==> config.mk <==
export PLATFORM = sky130hd
export DESIGN_NAME = l2_dr_arb
export DESIGN_NICKNAME = d
export VERILOG_FILES = /design/src/rtl/l2_dr_arb.sv
export SDC_FILE = /design/constraint.sdc
export NUM_CORES = 1
export LEC_CHECK = 0
export CORE_AREA = 5 5 496 498
export CTS_CLUSTER_DIAMETER = 80
export DETAILED_ROUTE_END_ITERATION = 8
export DIE_AREA = 0 0 501 503
export PLACE_DENSITY_LB_ADDON = 0.2
export SYNTH_ARGS = -nofsm -noshare
export SYNTH_HDL_FRONTEND = slang
export SYNTH_SLANG_ARGS = --single-unit
==> constraint.sdc <==
create_clock -name clk -period 3.65 [get_ports clk]
set_clock_uncertainty 0.05 [all_clocks]
set_input_delay 0.73 -clock clk [delete_from_list [all_inputs] [get_ports clk]]
set_output_delay 0.73 -clock clk [all_outputs]
set_load 0.03 [all_outputs]
==> src/rtl/l2_dr_arb.sv <==
// Arbiter for the shared L2-to-directory link: merges L2 and L2TLB requests through a
// 2-entry output FIFO, routes directory snacks back by nodeid parity, and caps L2TLB credits.
module l2_dr_arb #(
  parameter int NID_W   = 5,
  parameter int L2ID_W  = 6,
  parameter int CMD_W   = 3,
  parameter int PADDR_W = 50,
  parameter int SNP_W   = 530,
  parameter int TLB_MAX = 4
) (
  input  logic                                   clk,
  input  logic                                   reset,
  input  logic                                   l2_req_valid,
  output logic                                   l2_req_retry,
  input  logic [NID_W+L2ID_W+CMD_W+PADDR_W-1:0]  l2_req,
  input  logic                                   tlb_req_valid,
  output logic                                   tlb_req_retry,
  input  logic [NID_W+L2ID_W+CMD_W+PADDR_W-1:0]  tlb_req,
  output logic                                   l2todr_req_valid,
  input  logic                                   l2todr_req_retry,
  output logic [NID_W+L2ID_W+CMD_W+PADDR_W-1:0]  l2todr_req,
  input  logic                                   drtol2_snack_valid,
  output logic                                   drtol2_snack_retry,
  input  logic [NID_W-1:0]                       drtol2_snack_nid,
  input  logic [L2ID_W-1:0]                      drtol2_snack_l2id,
  input  logic [SNP_W-1:0]                       drtol2_snack_data,
  output logic                                   l2_snack_valid,
  input  logic                                   l2_snack_retry,
  output logic                                   tlb_snack_valid,
  input  logic                                   tlb_snack_retry,
  output logic [NID_W-1:0]                       snack_nid,
  output logic [L2ID_W-1:0]                      snack_l2id,
  output logic [SNP_W-1:0]                       snack_data
);

  localparam int REQ_W   = NID_W + L2ID_W + CMD_W + PADDR_W;
  localparam int NID_LSB = REQ_W - NID_W;
  localparam int CRD_W   = $clog2(TLB_MAX + 1);
  localparam logic [CRD_W-1:0] CRD_MAX = CRD_W'(TLB_MAX);

  typedef enum logic {SRC_L2 = 1'b0, SRC_TLB = 1'b1} src_e;

  // Credit update saturates at zero so a spurious ack cannot wrap the counter.
  function automatic logic [CRD_W-1:0] credit_next(input logic [CRD_W-1:0] cur,
                                                    input logic inc, input logic dec);
    logic [CRD_W-1:0] r;
    r = cur;
    if (inc && !dec)                     r = cur + CRD_W'(1);
    else if (dec && !inc && cur != '0)   r = cur - CRD_W'(1);
    return r;
  endfunction

  logic [REQ_W-1:0] mem_q [2];
  logic             wr_ptr_q, wr_ptr_d;
  logic             rd_ptr_q, rd_ptr_d;
  logic [1:0]       count_q, count_d;
  src_e             last_q, last_d;
  logic [CRD_W-1:0] tlb_out_q, tlb_out_d;

  logic             space, tlb_ok, grant_l2, grant_tlb, push, pop;
  logic             sel_tlb, tlb_ack;
  logic [REQ_W-1:0] push_data;

  always_comb begin
    space     = (count_q < 2'd2);
    tlb_ok    = tlb_req_valid && (tlb_out_q < CRD_MAX);
    grant_l2  = 1'b0;
    grant_tlb = 1'b0;
    if (space) begin
      if (l2_req_valid && tlb_ok) begin
        if (last_q == SRC_L2) grant_tlb = 1'b1;
        else                  grant_l2  = 1'b1;
      end else if (l2_req_valid) begin
        grant_l2 = 1'b1;
      end else if (tlb_ok) begin
        grant_tlb = 1'b1;
      end
    end
    push = grant_l2 || grant_tlb;
    pop  = (count_q != 2'd0) && !l2todr_req_retry;

    // nid[0] tags the source so the snack demux can return the response.
    push_data          = grant_tlb ? tlb_req : l2_req;
    push_data[NID_LSB] = grant_tlb;
  end

  assign l2_req_retry     = l2_req_valid && !grant_l2;
  assign tlb_req_retry    = tlb_req_valid && !grant_tlb;
  assign l2todr_req_valid = (count_q != 2'd0);
  assign l2todr_req       = mem_q[rd_ptr_q];

  assign sel_tlb            = drtol2_snack_nid[0];
  assign l2_snack_valid     = drtol2_snack_valid && !sel_tlb;
  assign tlb_snack_valid    = drtol2_snack_valid && sel_tlb;
  assign drtol2_snack_retry = sel_tlb ? tlb_snack_retry : l2_snack_retry;
  assign snack_nid          = drtol2_snack_nid;
  assign snack_l2id         = drtol2_snack_l2id;
  assign snack_data         = drtol2_snack_data;

  // Snoops carry l2id==0 and do not retire an outstanding TLB request.
  assign tlb_ack = tlb_snack_valid && !tlb_snack_retry && (drtol2_snack_l2id != '0);

  always_comb begin
    wr_ptr_d  = wr_ptr_q ^ push;
    rd_ptr_d  = rd_ptr_q ^ pop;
    count_d   = count_q;
    case ({push, pop})
      2'b10:   count_d = count_q + 2'd1;
      2'b01:   count_d = count_q - 2'd1;
      default: count_d = count_q;
    endcase
    last_d    = push ? (grant_tlb ? SRC_TLB : SRC_L2) : last_q;
    tlb_out_d = credit_next(tlb_out_q, push && grant_tlb, tlb_ack);
  end

  always_ff @(posedge clk or negedge reset) begin
    if (!reset) begin
      wr_ptr_q  <= 1'b0;
      rd_ptr_q  <= 1'b0;
      count_q   <= 2'd0;
      last_q    <= SRC_TLB;
      tlb_out_q <= '0;
    end else begin
      wr_ptr_q  <= wr_ptr_d;
      rd_ptr_q  <= rd_ptr_d;
      count_q   <= count_d;
      last_q    <= last_d;
      tlb_out_q <= tlb_out_d;
    end
  end

  always_ff @(posedge clk) begin
    if (push) mem_q[wr_ptr_q] <= push_data;
  end

endmodule

==> summary.md, run 1 <==
| Metric | Value |
|---|---|
| # DRC | `0` |
| Initial DRC count | `around 240` |
| Top delay family on crit path | `buffers and inverters` |
| WL/cell | `27.8 um` |
| CTS tree | `done` |
| Post-synth EDFFs | `about 130` |
| Most used cell, CP | `nor2_1` |
| Post-synth cell types | `32` |
| Crit start category | `input port` |
| Pwr Density | `roughly 610 nW/um^2` |
| Ports | `about 1,300` |
| Cell row count | `181` |
| Proportion of synthesized area in mux cells | `0.149` |
| Initial antenna violation count | `46` |
| WP data required | `~2.9 ns` |
| Sequential share of the synthesized area | `0.406` |
| Starting density of the core | `0.0412` |
| Slew Viols, Final | `0` |
| Adder-cell share of the synthesized area | `0.00578` |
| Slowest stage delay, CP | `~0.74 ns` |
| Layout area overhead | `28.2%` |
| Die Ht | `503 um` |
| Final min period | `3.43 ns` |
| Worst-path cell chain | `clkdlybuf4s50_1 > buf_4 > nand2b_1 > nor2_1 > nor2_1 > nor2_1 > clkdlybuf4s50_1` |
| # resized after CTS | `0` |
| Main combinational cell family by area after synthesis | `buffers and inverters` |
| ANT nets after route | `0` |
| Worst skew pair latency | `around 0.50 ns` |
| Unrepaired setup endpoints after global routing | `no` |
| Nets | `about 1,200` |
| Max_cap viols | `0` |
| Critical Path Sink Type | `output port` |
| Core Region | `around 240,000 sq um` |
| Cells on worst reg2reg path | `7` |
| Synth Register Bits | `136` |
| Final period utilization | `0.939` |
| WP depth | `7` |
| Reg2reg end | `tlb_out_q[2]` |
| Syn. warnings | `0` |
| Cts hold-fix bufs | `0` |
| Worst setup path start | `tlb_req_valid` |
| RePlAce Congestion | `0.656` |
| Clock buffer depth | `2` |
| Mapped Avg Cell Area | `11.6 sq um` |
| Commonest non-fill, non-tap cell in the layout | `clkdlybuf4s50_1` |
| Vias in the first global route | `about 5,500` |
| Synth Instances | `861` |
| Xor and xnor fraction of the mapped netlist area | `0.00528` |
| Synthesized area | `between 9000 and 10,000 sq um` |
| Max stage delay cell, worst path | `clkdlybuf4s50_1` |
| Final Util | `0.0529` |
| Post-CTS setup buffers | `0` |
| GRT Overall Usage | `0.0797` |
| Fillers | `28,300` |
| Synth Net Count | `1,542` |
| Min Hold Slack | `about 0.47 ns` |
| Reg-to-Reg Start | `count_q[1]` |
| Post-route cell area | `12,800 sq um` |
| Final hold violation count | `0` |
| Worst relative slew slack | `0.591` |
| Synth Area in Compound Gates | `0.00415` |
| Clk slew on worst S/H paths | `0.07 ns` |
| Worst setup path endpoint | `l2_req_retry` |
| Final wirelength | `around 110 mm` |
| Static leakage | `about 3.1 nW` |
| Number of port buffers | `217` |
| Buf/Inv on CP | `3` |
| Worst-margin pin slew | `0.611 ns` |
| Die width | `approximately 500 um` |
| Number of vias per cell | `roughly 1.3` |
| Largest vdd supply drop | `0.000372 V` |
| Root buffer cell | `clkbuf_16` |
| Detailed-route via count | `5,062` |
| Reg2Reg Setup Slack | `about 1.4 ns` |
| Crit Path Max Fanout | `3` |
| Crit path arrival time | `between 2 and 3 ns` |
| 1st-pass router iterations | `4` |
| Die ar. | `roughly 250,000 sq um` |
| Post-Synth Simple-Gate Area | `0.0104` |
| GRT overflow | `0` |
| Total CTS buffers | `17` |
| Ratio of cells with drive above 1 in the final layout | `0.329` |
| H-tree depth | `4` |
| Commonest non-fill, non-tap cells in the layout | `213 x clkdlybuf4s50_1, 128 x mux2_2, 128 x edfxtp_1` |
| Synth Flop Type | `edfxtp_1` |
| DPL Wire Length | `approximately 96 mm` |
| WS Path Type | `input port to output port` |
| Worst Hold Class | `flip-flop to flip-flop` |
| Fmax | `~290 MHz` |
| First-pass GRT wire length | `116 mm` |
| Sink Count | `roughly 140` |
| Async S/R FF share, synth | `0.0588` |
| Largest net degree at the start of global routing | `43` |
| Area after DPL | `roughly 12,000 sq um` |
| Setup TNS | `0 ns` |
| Status | `finished clean` |
| Setup-violating endpoint count in the final report | `0` |
layout make-up:
class	count	area, sq um	share of cell area
Antenna cell	9	22.5	0.00176
Inverter	5	18.8	0.00147
Timing Repair Buffer	229	2330	0.182
Tap cell	3202	4010	0.314
Clock buffer	17	425	0.0333
Clock inverter	14	150	0.0118
Sequential cell	136	4050	0.317
Multi-Input combinational cell	164	1770	0.139
Yosys cell counts, types with 2 or more instances:
cell | count | area [sq um]
buf_4 | 541 | 4060
edfxtp_1 | 128 | 3840
mux2_2 | 128 | 1440
buf_2 | 10 | 50.1
dfrtp_1 | 7 | 175
inv_1 | 5 | 18.8
nor2_1 | 5 | 18.8
buf_6 | 3 | 33.8
ha_1 | 3 | 37.5
xnor2_1 | 3 | 26.3
xor2_1 | 3 | 26.3
a21o_1 | 2 | 15.0
clkbuf_1 | 2 | 7.51
nand2_1 | 2 | 7.51
nor2b_1 | 2 | 12.5
registers in the layout, indices dropped and copies added (netlist names):
register / cells
count_q: 2
last_q: 1
mem_q: 128
rd_ptr_q: 1
tlb_out_q: 3
wr_ptr_q: 1
kinds of logic after synthesis:
| logic type | after synthesis |
|---|---|
| buf+inv | 561 |
| flops | 136 |
| mux | 131 |
| simple gates | 18 |
| xor+xnor | 6 |
| compound gates | 5 |
| fa+ha+maj | 4 |
power breakdown:
part | leakage [nW] | total [mW] | internal, mW | switching (mW)
Combinational | 1.58 | 3.49 | 1.46 | 2.03
Clock | 0.278 | 1.86 | 1.00 | 0.859
Sequential | 1.28 | 2.43 | 2.29 | 0.138
metrics by stage:
stage / setup slack [ns] / power (mW) / std cells
6_report: 0.222 / 7.79 / 3776
3_3_place_gp: 0.150 / 6.10 / 3736
5_1_grt: 0.0595 / 8.27 / 3768
4_1_cts: 0.111 / 8.12 / 3767
2_1_floorplan: 0.562 / 5.46 / 861
3_5_place_dp: 0.114 / 6.13 / 3736
routing by layer:
| layer | GRT usage | part of all wire |
|---|---|---|
| met5 | 0.00704 | 0.0047 |
| met4 | 0.0417 | 0.057 |
| met3 | 0.124 | 0.32 |
| met2 | 0.126 | 0.45 |
| met1 | 0.0362 | 0.17 |
how the worst min path moves through the flow:
stage                     from  slack [ns]  depth (start not counted)      endpoint
floorplan                reset        0.38                          0    count_q[0]
detailed placement      last_q        0.46                          1        last_q
global placement    count_q[0]        0.45                          1    count_q[0]
CTS                      reset        0.43                          1  tlb_out_q[0]
finish                  last_q        0.47                          1        last_q
global route             reset        0.47                          1  tlb_out_q[0]
Power figures use the tool's default switching activity.
==> inputs of run 2 (changes only) <==
Settings changed: RECOVER_POWER set to 50.
==> run 2 against run 1 <==
  * Non-clock buffer count unchanged
  * Sequential power hardly changed
  * Combinational power barely moved
  * Sequential cell count unchanged
  * Power barely moved
  * Clock power is essentially flat
  * Via count did not move
  * First-iteration DRC count unchanged
  * Worst setup slack is the same
==> summary.md, run 2 (same netlist as run 1, synthesis figures left out) <==
| Metric | Value |
|---|---|
| Max reg flops | `approximately 130` |
| # resized after CTS | `0` |
| Top delay family on crit path | `buffers and inverters` |
| Area after DPL | `12,200 sq um` |
| Root buffer cell | `clkbuf_16` |
| Pre-CTS WS | `approximately 0.11 ns` |
| Core Region | `approximately 240,000 sq um` |
| GRT Overall Usage | `0.0797` |
| Setup-violating endpoint count in the final report | `0` |
| Starting density of the core | `0.0412` |
| ANT nets after route | `0` |
| # DRC | `0` |
| FF/Latch Area | `just over 4000 sq um` |
| DPL Wire Length | `around 96 mm` |
| GRT overflow | `0` |
| Cts hold-fix bufs | `0` |
| Setup TNS | `0 ns` |
| Largest net degree at the start of global routing | `between 40 and 50` |
| Die Ht | `between 500 and 600 um` |
| Final min period | `3.43 ns` |
| CTS tree | `done` |
| Largest Register | `mem_q` |
| Fillers | `28,300` |
| Worst relative slew slack | `0.591` |
| Crit path arrival time | `2.65 ns` |
| Number of port buffers | `about 220` |
| 1st-pass router iterations | `4` |
| Static leakage | `approximately 3.1 nW` |
| Post-route cell area | `~13,000 sq um` |
| Final period utilization | `0.939` |
| Cell row count | `between 150 and 200` |
| Number of vias per cell | `1.34` |
| Slowest stage delay, CP | `between 0.7 and 0.8 ns` |
| Layout area overhead | `28.2%` |
| Unrepaired setup endpoints after global routing | `no` |
| Nets | `1,234` |
| Initial antenna violation count | `46` |
| Die ar. | `~250,000 sq um` |
| Commonest non-fill, non-tap cells in the layout | `212 x clkdlybuf4s50_1, 128 x mux2_2, 128 x edfxtp_1` |
| Clock buffer depth | `2` |
| Post-CTS setup buffers | `0` |
| Die width | `501 um` |
| Ratio of cells with drive above 1 in the final layout | `0.329` |
| WS Path Type | `input port to output port` |
| Fmax | `between 200 and 300 MHz` |
| Most used cell, CP | `nor2_1` |
| Pwr Density | `610 nW/um^2` |
| Worst Hold Class | `flip-flop to flip-flop` |
| Slew Viols, Final | `0` |
| Initial DRC count | `239` |
| Regs by FF count | `mem_q: 128 flops, tlb_out_q: 3 flops, count_q: 2 flops` |
| Buf/Inv on CP | `3` |
| Total CTS buffers | `17` |
| Vias in the first global route | `5,502` |
| WL/cell | `27.8 um` |
| Ports | `between 1,000 and 1,500` |
| Final wirelength | `105 mm` |
| Critical Path Sink Type | `output port` |
| Max_cap viols | `0` |
| RePlAce Congestion | `between 0.6 and 0.7` |
| Worst-margin pin slew | `between 0.6 and 0.7 ns` |
| Commonest non-fill, non-tap cell in the layout | `clkdlybuf4s50_1` |
| Final hold violation count | `0` |
| H-tree depth | `4` |
| First-pass GRT wire length | `between 100 and 150 mm` |
| Crit start category | `input port` |
| Worst-path cell chain | `clkdlybuf4s50_1 > buf_4 > nand2b_1 > nor2_1 > nor2_1 > nor2_1 > clkdlybuf4s50_1` |
| Worst skew pair latency | `roughly 0.5 ns` |
| WP data required | `2.87 ns` |
| Clk slew on worst S/H paths | `about 0.070 ns` |
| Max stage delay cell, worst path | `clkdlybuf4s50_1` |
| Status | `finished clean` |
| Largest vdd supply drop | `roughly 0.00037 V` |
| Detailed-route via count | `roughly 5,100` |
| Final worst setup slack | `approximately 0.22 ns` |
| Crit Path Max Fanout | `3` |
| Final Util | `0.0529` |
| Sink Count | `136` |
| Area of the multi-input gates | `around 1800 sq um` |
[run 2: path summary, 6_finish.rpt]
path / from / to / slack (ns) / depth (start not counted)
hold / removal: last_q / last_q / 0.47 / 1
setup reg to reg: count_q[1] / tlb_out_q[2] / 1.37 / 7
max in group asynchronous: reset / rd_ptr_q / 2.64 / 1
min in group asynchronous: reset / tlb_out_q[0] / 0.56 / 1
hold reg to reg: last_q / last_q / 0.47 / 1
setup / recovery: tlb_req_valid / l2_req_retry / 0.22 / 7
[run 2: cell type report]
cell class                 count  share of cell area
timing repair buffer         229               0.182
antenna                        9             0.00176
sequential                   136               0.317
clock buffer                  17              0.0333
clock inverter                14              0.0118
tap                         3202               0.314
multi-input combinational    164               0.139
inverter                       5             0.00147
[run 2: stage by stage]
stage | instances | hold slack [ns] | total power [mW]
4_1_cts | 3767 | 0.433 | 8.12
5_1_grt | 3768 | 0.483 | 8.27
3_5_place_dp | 3736 | 0.464 | 6.13
2_1_floorplan | 861 | 0.384 | 5.46
6_report | 3776 | 0.473 | 7.79
3_3_place_gp | 3736 | 0.446 | 6.10
[run 2: routing by layer]
metal  part of all wire  global-route usage  routed length, um  up-vias
li1                   -                   -                  -     1724
met1               0.17              0.0362              17500     2072
met2               0.45               0.126              47300      848
met3               0.32               0.124              33900      376
met4              0.057              0.0417               5980       42
met5             0.0047             0.00704                496        -
[run 2: report_power, final]
group          internal, mW  switching (mW)
logic                  1.46            2.03
clock network          1.00           0.859
registers              2.29           0.138
total                  4.76            3.03
[run 2: worst register-to-register path, stage by stage (launching register included)]
cell and delay, ns:
dfrtp_1 0.46, nor3b_2 0.30, and2_4 0.29, nand2b_2 0.08
fa_1 0.39, a211o_1 0.25, mux2i_1 0.21, xor2_1 0.18
==> inputs of run 3 (changes only) <==
==> constraint.sdc (replaced) <==
create_clock -name clk -period 3.65 [get_ports clk]
set_clock_uncertainty 0.05 [all_clocks]
set_input_delay 0.365 -clock clk [delete_from_list [all_inputs] [get_ports clk]]
set_output_delay 0.365 -clock clk [all_outputs]
set_load 0.03 [all_outputs]
==> run 3 against run 2 <==
  * Final cell count up 0.19%
  * Utilization about the same
  * Power up 0.57%
  * Fmax up 16%
  * Sequential cell count stayed put
  * First-iteration DRC count is 11% lower
  * Critical path type is now flip-flop to output port
  * Critical endpoint is now l2todr_req[49]
  * Largest cell class unchanged
  * Largest power group unchanged
  * Highest routed layer unchanged
==> summary.md, run 3 (same netlist as run 1, synthesis figures left out) <==
| Metric | Value |
|---|---|
| Die ar. | `around 250,000 sq um` |
| Commonest non-fill, non-tap cells in the layout | `216 x clkdlybuf4s50_1, 128 x mux2_2, 128 x edfxtp_1` |
| Die width | `501 um` |
| Starting density of the core | `0.0412` |
| GRT Overall Usage | `0.0797` |
| Vias in the first global route | `about 5,500` |
| GRT overflow | `0` |
| # resized after CTS | `0` |
| Clk slew on worst S/H paths | `around 0.070 ns` |
| Layout area overhead | `28.5%` |
| Setup-violating endpoint count in the final report | `0` |
| Worst skew pair latency | `approximately 0.49 ns` |
| # DRC | `0` |
| Critical Path Sink Type | `output port` |
| Initial DRC count | `roughly 210` |
| Fillers | `28,300` |
| Max_cap viols | `0` |
| Unrepaired setup endpoints after global routing | `no` |
| Max reg flops | `about 130` |
| Slew Viols, Final | `0` |
| RePlAce Congestion | `0.658` |
| Pwr Density | `slightly above 600 nW/um^2` |
| Final non-filler cell total | `3,783` |
| ANT nets after route | `0` |
| Crit path arrival time | `approximately 2.5 ns` |
| Setup TNS | `0 ns` |
| Detailed-route via count | `roughly 5,000` |
| Total CTS buffers | `17` |
| Worst-margin pin slew | `between 0.7 and 0.8 ns` |
| Largest vdd supply drop | `0.000372 V` |
| Clock buffer depth | `2` |
| Post-CTS setup buffers | `0` |
| Number of vias per cell | `between 1 and 1.5` |
| DPL Wire Length | `around 96 mm` |
| Core Region | `approximately 240,000 sq um` |
| Sink Count | `around 140` |
| 1st-pass router iterations | `4` |
| Nets | `around 1,200` |
| Cts hold-fix bufs | `0` |
| Largest net degree at the start of global routing | `56` |
| Final period utilization | `0.808` |
| Ports | `about 1,300` |
| Regs by FF count | `mem_q: 128 flops, tlb_out_q: 3 flops, count_q: 2 flops` |
| Fmax | `339 MHz` |
| Crit start category | `flip-flop` |
| Crit Path Max Fanout | `33` |
| WP data required | `roughly 3.2 ns` |
| Number of port buffers | `217` |
| First-pass GRT wire length | `between 100 and 150 mm` |
| Die Ht | `503 um` |
| Placed insts | `roughly 3,700` |
| Status | `finished clean` |
| Commonest non-fill, non-tap cell in the layout | `clkdlybuf4s50_1` |
| Cell row count | `181` |
| Final min period | `slightly below 3 ns` |
| Ratio of cells with drive above 1 in the final layout | `0.322` |
| Final wirelength | `105 mm` |
| H-tree depth | `4` |
| Worst relative slew slack | `0.531` |
| WL/cell | `approximately 28 um` |
| WS Path Type | `flip-flop to output port` |
| Largest Register | `mem_q` |
| CTS tree | `done` |
| Root buffer cell | `clkbuf_16` |
| Worst Hold Class | `input port to asynchronous set/reset pin` |
| Final hold violation count | `0` |
| Initial antenna violation count | `48` |
| Static leakage | `approximately 3.1 nW` |
## run 3: critical path, cell delays in order (launching register included)
cell and delay, ns:
dfrtp_4 0.62, buf_12 0.27, mux2_2 0.39, clkdlybuf4s50_1 0.67
## run 3: area by class of cell
type / instances / area (sq um) / area share
Sequential cell: 136 / 4050 / 0.316
Timing Repair Buffer: 229 / 2340 / 0.183
Clock buffer: 18 / 429 / 0.0335
Inverter: 5 / 18.8 / 0.00147
Clock inverter: 14 / 149 / 0.0116
Antenna cell: 15 / 37.5 / 0.00293
Multi-Input combinational cell: 164 / 1770 / 0.138
Tap cell: 3202 / 4010 / 0.313
## run 3: path summary, 6_finish.rpt
check                      depth (start not counted)  slack [ns]              to    startpoint
min in group clk                                   1        0.46      count_q[0]    count_q[0]
hold / removal                                     1        0.26        wr_ptr_q         reset
hold reg to reg                                    1        0.46      count_q[0]    count_q[0]
max in group asynchronous                          1        2.86        rd_ptr_q         reset
setup reg to reg                                   5        1.33    mem_q[1][26]  tlb_out_q[2]
setup / recovery                                   3        0.70  l2todr_req[49]      rd_ptr_q
## run 3: power breakdown
part	switching, mW	internal, mW	leakage, nW
clock	0.841	1.01	0.275
sequential	0.175	2.29	1.28
combinational	2.02	1.50	1.58
total	3.04	4.79	3.13
## run 3: routing by layer
metal  share of wire  up-vias  track usage
met5          0.0019        -            0
li1                -     1721            -
met3            0.31      323        0.121
met2            0.45      822        0.127
met1            0.17     2101       0.0379
met4           0.056       28       0.0414
## run 3: stage by stage
step	power [mW]	utilization	setup slack, ns	area (sq um)	hold slack (ns)
2_1_floorplan	5.46	-	0.792	9960	0.0194
3_3_place_gp	6.20	0.0504	0.442	12200	0.451
4_1_cts	8.19	0.0528	0.513	12800	0.159
5_1_grt	8.32	0.0528	0.521	12800	0.257
3_5_place_dp	6.20	0.0504	0.635	12200	0.454
6_report	7.83	0.0530	0.702	12800	0.257
